**src/rtl/ram_arbiter.sv**
```systemverilog
// rtl/ram_arbiter.sv - two-requester round-robin access controller for a 16x4 synchronous RAM
//
// Purpose: shares one RAM port between two valid/ready requesters. At most one
// command is issued per cycle, and read data is steered back to the requester
// that owns it. Read latency is 3 cycles from transfer to response.
// Optional feature macro: RAM_ARB_CLEAR_EN (zero-fill pass after reset, busy high).
//
// Ports:
//   clk, rst                 clock, asynchronous active-low reset
//   reqN_valid/wr/addr/wdata request from requester N (N = 0, 1)
//   reqN_ready               grant, combinational from the arbitration
//   rspN_valid/rdata         one-cycle read response pulse, registered data
//   ram_en/wr/addr/indata    registered RAM command
//   ram_outdata              RAM read data, valid the cycle after a read is sampled
//   busy                     high while the clear pass is running

module ram_arbiter #(
    parameter int DW = 4,
    parameter int AW = 4
) (
    input  logic          clk,
    input  logic          rst,
    input  logic          req0_valid,
    input  logic          req0_wr,
    input  logic [AW-1:0] req0_addr,
    input  logic [DW-1:0] req0_wdata,
    output logic          req0_ready,
    input  logic          req1_valid,
    input  logic          req1_wr,
    input  logic [AW-1:0] req1_addr,
    input  logic [DW-1:0] req1_wdata,
    output logic          req1_ready,
    output logic          rsp0_valid,
    output logic [DW-1:0] rsp0_rdata,
    output logic          rsp1_valid,
    output logic [DW-1:0] rsp1_rdata,
    output logic          ram_en,
    output logic          ram_wr,
    output logic [AW-1:0] ram_addr,
    output logic [DW-1:0] ram_indata,
    input  logic [DW-1:0] ram_outdata,
    output logic          busy
);

    typedef enum logic {S_CLEAR = 1'b0, S_RUN = 1'b1} state_t;

`ifdef RAM_ARB_CLEAR_EN
    localparam state_t RESET_STATE = S_CLEAR;
`else
    localparam state_t RESET_STATE = S_RUN;
`endif

    state_t        state_q, state_d;
    logic [AW-1:0] clr_cnt_q, clr_cnt_d;
    logic          prio_q, prio_d;      // 1 = requester 1 wins the next tie
    logic          ram_en_q, ram_en_d;
    logic          ram_wr_q, ram_wr_d;
    logic [AW-1:0] ram_addr_q, ram_addr_d;
    logic [DW-1:0] ram_indata_q, ram_indata_d;
    // Owner tag pipeline: stage 1 = command on the RAM pins, stage 2 = data on ram_outdata.
    logic          p1_valid_q, p1_valid_d;
    logic          p1_owner_q, p1_owner_d;
    logic          p2_valid_q, p2_valid_d;
    logic          p2_owner_q, p2_owner_d;
    logic          rsp0_valid_q, rsp0_valid_d;
    logic          rsp1_valid_q, rsp1_valid_d;
    logic [DW-1:0] rsp0_rdata_q, rsp0_rdata_d;
    logic [DW-1:0] rsp1_rdata_q, rsp1_rdata_d;

    logic          run;
    logic          gnt0, gnt1;
    logic          sel_wr;
    logic [AW-1:0] sel_addr;
    logic [DW-1:0] sel_wdata;

    always_comb begin
        // Gating with rst keeps the readies low as soon as reset asserts.
        run       = rst && (state_q == S_RUN);
        gnt0      = run && req0_valid && (!req1_valid || !prio_q);
        gnt1      = run && req1_valid && (!req0_valid ||  prio_q);
        sel_wr    = gnt1 ? req1_wr    : req0_wr;
        sel_addr  = gnt1 ? req1_addr  : req0_addr;
        sel_wdata = gnt1 ? req1_wdata : req0_wdata;

        state_d      = state_q;
        clr_cnt_d    = clr_cnt_q;
        prio_d       = prio_q;
        ram_en_d     = 1'b0;
        ram_wr_d     = 1'b0;
        ram_addr_d   = ram_addr_q;
        ram_indata_d = ram_indata_q;

        if (state_q == S_CLEAR) begin
            ram_en_d     = 1'b1;
            ram_wr_d     = 1'b1;
            ram_addr_d   = clr_cnt_q;
            ram_indata_d = '0;
            clr_cnt_d    = clr_cnt_q + AW'(1);
            if (clr_cnt_q == {AW{1'b1}}) begin
                state_d = S_RUN;
            end
        end else if (gnt0 || gnt1) begin
            ram_en_d     = 1'b1;
            ram_wr_d     = sel_wr;
            ram_addr_d   = sel_addr;
            ram_indata_d = sel_wdata;
            prio_d       = gnt0;            // the other requester wins the next tie
        end

        p1_valid_d   = (gnt0 || gnt1) && !sel_wr;
        p1_owner_d   = gnt1;
        p2_valid_d   = p1_valid_q;
        p2_owner_d   = p1_owner_q;
        rsp0_valid_d = p2_valid_q && !p2_owner_q;
        rsp1_valid_d = p2_valid_q &&  p2_owner_q;
        rsp0_rdata_d = rsp0_valid_d ? ram_outdata : rsp0_rdata_q;
        rsp1_rdata_d = rsp1_valid_d ? ram_outdata : rsp1_rdata_q;
    end

    always_ff @(posedge clk or negedge rst) begin
        if (!rst) begin
            state_q      <= RESET_STATE;
            clr_cnt_q    <= '0;
            prio_q       <= 1'b0;
            ram_en_q     <= 1'b0;
            ram_wr_q     <= 1'b0;
            ram_addr_q   <= '0;
            ram_indata_q <= '0;
            p1_valid_q   <= 1'b0;
            p1_owner_q   <= 1'b0;
            p2_valid_q   <= 1'b0;
            p2_owner_q   <= 1'b0;
            rsp0_valid_q <= 1'b0;
            rsp1_valid_q <= 1'b0;
            rsp0_rdata_q <= '0;
            rsp1_rdata_q <= '0;
        end else begin
            state_q      <= state_d;
            clr_cnt_q    <= clr_cnt_d;
            prio_q       <= prio_d;
            ram_en_q     <= ram_en_d;
            ram_wr_q     <= ram_wr_d;
            ram_addr_q   <= ram_addr_d;
            ram_indata_q <= ram_indata_d;
            p1_valid_q   <= p1_valid_d;
            p1_owner_q   <= p1_owner_d;
            p2_valid_q   <= p2_valid_d;
            p2_owner_q   <= p2_owner_d;
            rsp0_valid_q <= rsp0_valid_d;
            rsp1_valid_q <= rsp1_valid_d;
            rsp0_rdata_q <= rsp0_rdata_d;
            rsp1_rdata_q <= rsp1_rdata_d;
        end
    end

    assign req0_ready = gnt0;
    assign req1_ready = gnt1;
    assign rsp0_valid = rsp0_valid_q;
    assign rsp1_valid = rsp1_valid_q;
    assign rsp0_rdata = rsp0_rdata_q;
    assign rsp1_rdata = rsp1_rdata_q;
    assign ram_en     = ram_en_q;
    assign ram_wr     = ram_wr_q;
    assign ram_addr   = ram_addr_q;
    assign ram_indata = ram_indata_q;

`ifdef RAM_ARB_CLEAR_EN
    assign busy = rst && (state_q == S_CLEAR);
`else
    assign busy = 1'b0;
`endif

endmodule

```
**config.mk**
```make
export PLATFORM = sky130hd
export DESIGN_NAME = ram_arbiter
export DESIGN_NICKNAME = d
export VERILOG_FILES = /design/src/rtl/ram_arbiter.sv
export SDC_FILE = /design/constraint.sdc
export NUM_CORES = 1
export LEC_CHECK = 0
export ABC_AREA = 1
export CAP_MARGIN = 20
export CORE_MARGIN = 5
export CORE_UTILIZATION = 40
export CTS_CLUSTER_DIAMETER = 150
export DETAILED_ROUTE_END_ITERATION = 10
export GPL_TIMING_DRIVEN = 0
export HOLD_SLACK_MARGIN = 0.06
export PLACE_DENSITY_LB_ADDON = 0.05
export SYNTH_ARGS = -nofsm -noshare
export SYNTH_HDL_FRONTEND = slang
export SYNTH_SLANG_ARGS = --single-unit
```
**constraint.sdc**
```tcl
create_clock -name clk -period 1.1 [get_ports clk]
set_input_delay 0.11 -clock clk [delete_from_list [all_inputs] [get_ports clk]]
set_output_delay 0.11 -clock clk [all_outputs]
set_load 0.01 [all_outputs]
```
==> results_dict.tcl <==
set metrics [dict create \
    drtPass1Iterations 4 \
    maxCapViolations 0 \
    antennaDiodeCount 0 \
    root_buffer "clkbuf_4" \
    syn_nets 181 \
    gr-total-overflow 0 \
    via_count 1183 \
    syn_area_um2 1390 \
    synth_area_per_cell_um2 9.03 \
    crit_path_start_kind "register" \
    crit_path_cell_trace "buf_6, nand3_4, o21bai_4, inv_1, buf_2" \
    powerDensity_nw_per_um2 1300 \
    relSlewSlack 0.496 \
    holdWs_ns -0.157 \
    grt_setup_unrepaired "yes" \
    hpwl_um 2270 \
    antenna_found_initial 0 \
    grt_pass1_wl_um 5440 \
    place.gp.congestion 0.763 \
    worstPathMaxFanout 4 \
    seqPwrFrac 0.492 \
    drv_slew 0 \
    cts_tree "built" \
    drt_iter0_markers 47 \
    arrival_ns 1.41 \
    worstSkewPairLatency_ns 0.33 \
    drive_above_1_share 0.273 \
    die_area_um2 4750 \
    track_usage 0.158 \
    place_area_um2 1920 \
    p_switching_w 0.000787 \
    wl_per_cell_um 11.8 \
    crit_buf_inv 3 \
    syn_inst 154 \
    synth-seq-cells 30 \
    hold_viol 29 \
    violations "negative hold slack, negative setup slack" \
    nets 246 \
    fin_cells 266 \
    grt_max_degree 34 \
    place_inst 247 \
    crit_required_ns 0.99 \
    leakage_nw 1.09 \
    fmax_mhz 658 \
    hp-class "in -> async" \
    die_y_um 69.0 \
    drc 0 \
    setup_ws_ns -0.420 \
    htreeDepth 2 \
    tightest_slew_ns 0.756 \
    ys_types 23 \
    port_buffers 47 \
    outcome "finished, violations left" \
    numCtsBuffers 5 \
    ant_nets 0 \
    sw_frac_of_total 0.295 \
    yosys_warnings 0 \
    vias_per_cell 4.45 \
    slowest_delay_ns 0.54 \
    fill_cells 332 \
    min_period_ns 1.52 \
    path_clk_slew_ns 0.11 \
    synth-seq-area-share 0.541 \
    setup_viol 18 \
    drt_wl_total_um 3140 \
    finalClockSkew_ns 0.0130 \
    num_rows 21 \
    fin_crit_sh 1.38 \
    crit_family "flip-flops" \
    grt_pass1_vias 1221 \
    end_kind "output port" \
    pwr-share-comb 0.250 \
    syn_to_final_growth_pct 47.5 \
    vdd_drop_max_uv 573 \
    cts_sinks 30 \
    start_util 0.413 \
    fp.coreArea_um2 3360 \
    fp.dieW_um 69.0 \
    io_pins 49 \
    cp_slowest_cell "dfstp_2" \
    rrSetupSlack_ns -0.36 \
    pwr-share-clk 0.258 \
    finalInstanceArea_um2 2050 \
    intPower_w 0.00189 \
    cts.path.max_buffers 2 \
    criticalPathCategory "reg -> out" \
]
==> cells in the final DEF (no fill, tap or decap), drive strengths merged <==
cell type	n
a21boi	1
buf	21
clkbuf	16
clkdlybuf4s15	7
clkdlybuf4s50	24
clkinv	1
clkinvlp	1
conb	1
dfrtp	29
dfstp	1
ha	1
inv	27
nand2	42
nand3	17
nand3b	7
nand4	1
nor2	11
o21ai	9
o21bai	1
xor2	2
==> worst reg2reg max path, delay by kind of cell (launching register included) <==
family | cells | cell delay [ns]
AND/OR/NAND/NOR | 4 | 0.49
flip-flops | 1 | 0.54
buffers and inverters | 3 | 0.36
==> worst paths after layout <==
check | end | cells after the start | startpoint
min reg2reg | p2_owner_q$_DFF_PN0_ | 0 | p1_owner_q$_DFF_PN0_
min in group clk | rsp0_rdata[0]$_DFFE_PN0P_ | 3 | ram_outdata[0]
min | p2_valid_q$_DFF_PN0_ | 1 | rst
max | req0_ready | 5 | state_q$_DFF_PN1_
max reg2reg | ram_addr[2]$_DFFE_PN0P_ | 7 | state_q$_DFF_PN1_
max in group asynchronous | ram_addr[3]$_DFFE_PN0P_ | 1 | rst
==> metrics by stage <==
stage	power, W	utilization	setup WS (ns)	setup TNS [ns]
2_1_floorplan	0.00164	-	-0.110	-0.948
3_3_place_gp	0.00207	0.572	-1.70	-42.77
3_5_place_dp	0.00208	0.570	-0.738	-5.98
4_1_cts	0.00275	0.608	-0.448	-4.25
5_1_grt	0.00288	0.610	-0.485	-6.11
6_report	0.00267	0.610	-0.420	-4.88
==> area by class of cell <==
cell class,count,area [um2],share of cell area
Timing Repair Buffer,59,494,0.241
Clock buffer,6,51.3,0.0250
Inverter,27,106,0.0519
Tap cell,46,57.6,0.0281
Buffer,3,30.0,0.0146
Clock inverter,2,12.5,0.00610
Multi-Input combinational cell,93,547,0.267
Sequential cell,30,752,0.367
==> per-layer routing <==
layer | global-route usage | up-vias | wire length [um]
li1 | - | 606 | -
met5 | 0 | - | 0
met4 | 0.0827 | 0 | 54
met1 | 0.190 | 528 | 1360
met3 | 0.0551 | 7 | 259
met2 | 0.249 | 42 | 1470
==> cell usage after synthesis <==
cell      count  area share
nor2_1        9       0.024
a21boi_2      1      0.0081
o21ai_0       9       0.032
nand2_2       4       0.018
ha_1          1      0.0090
buf_4         1      0.0054
nor2_2        1      0.0045
nand3b_1      6       0.032
nand4_1       1      0.0045
conb_1        1      0.0027
nand2_4       1      0.0081
dfstp_2       1       0.019
buf_6         3       0.024
nand3b_4      1       0.014
nand3_2       3       0.022
dfrtp_1      29        0.52
nand3_1      14       0.050
inv_2         1      0.0027
nand2_1      37        0.10
o21bai_1      1      0.0054
inv_1        26       0.070
nor2_4        1      0.0081
xor2_1        2       0.013
==> logic make-up after synthesis <==
| logic type | Yosys count | synth area share |
|---|---|---|
| xor gates and xnor gates | 2 | 0.0126 |
| AOI/OAI and AO/OA | 11 | 0.0459 |
| adders and majority gates | 1 | 0.00900 |
| buffers and inverters | 31 | 0.103 |
| other | 1 | 0.00270 |
| and+or+nand+nor | 78 | 0.286 |
| DFF | 30 | 0.541 |
==> power by group through the flow <==
stage | clock (W) | sequential [W] | combinational [W]
3_3_place_gp | 0 | 0.00134 | 0.000729
2_1_floorplan | 0 | 0.00141 | 0.000230
3_5_place_dp | 0 | 0.00134 | 0.000741
6_report | 0.000690 | 0.00132 | 0.000667
5_1_grt | 0.000790 | 0.00134 | 0.000748
4_1_cts | 0.000720 | 0.00132 | 0.000713
==> sequential cells by signal, indices dropped and copies added (netlist names) <==
signal	flops
clr_cnt_q	4
p1_owner_q	1
p1_valid_q	1
p2_owner_q	1
p2_valid_q	1
prio_q	1
ram_addr	4
ram_en	1
ram_indata	4
ram_wr	1
rsp0_rdata	4
rsp0_valid	1
rsp1_rdata	4
rsp1_valid	1
state_q	1
==> repair_timing <==
item / in CTS / in global routing
endpoints found under the hold margin: 29 / 29
setup endpoints to repair: 36 / 34
buffers inserted: 6 / 5
gates cloned: 1 / 0
resized for setup: 54 / 25
pin swaps: 1 / 2
(Power assumes the default switching activity.)
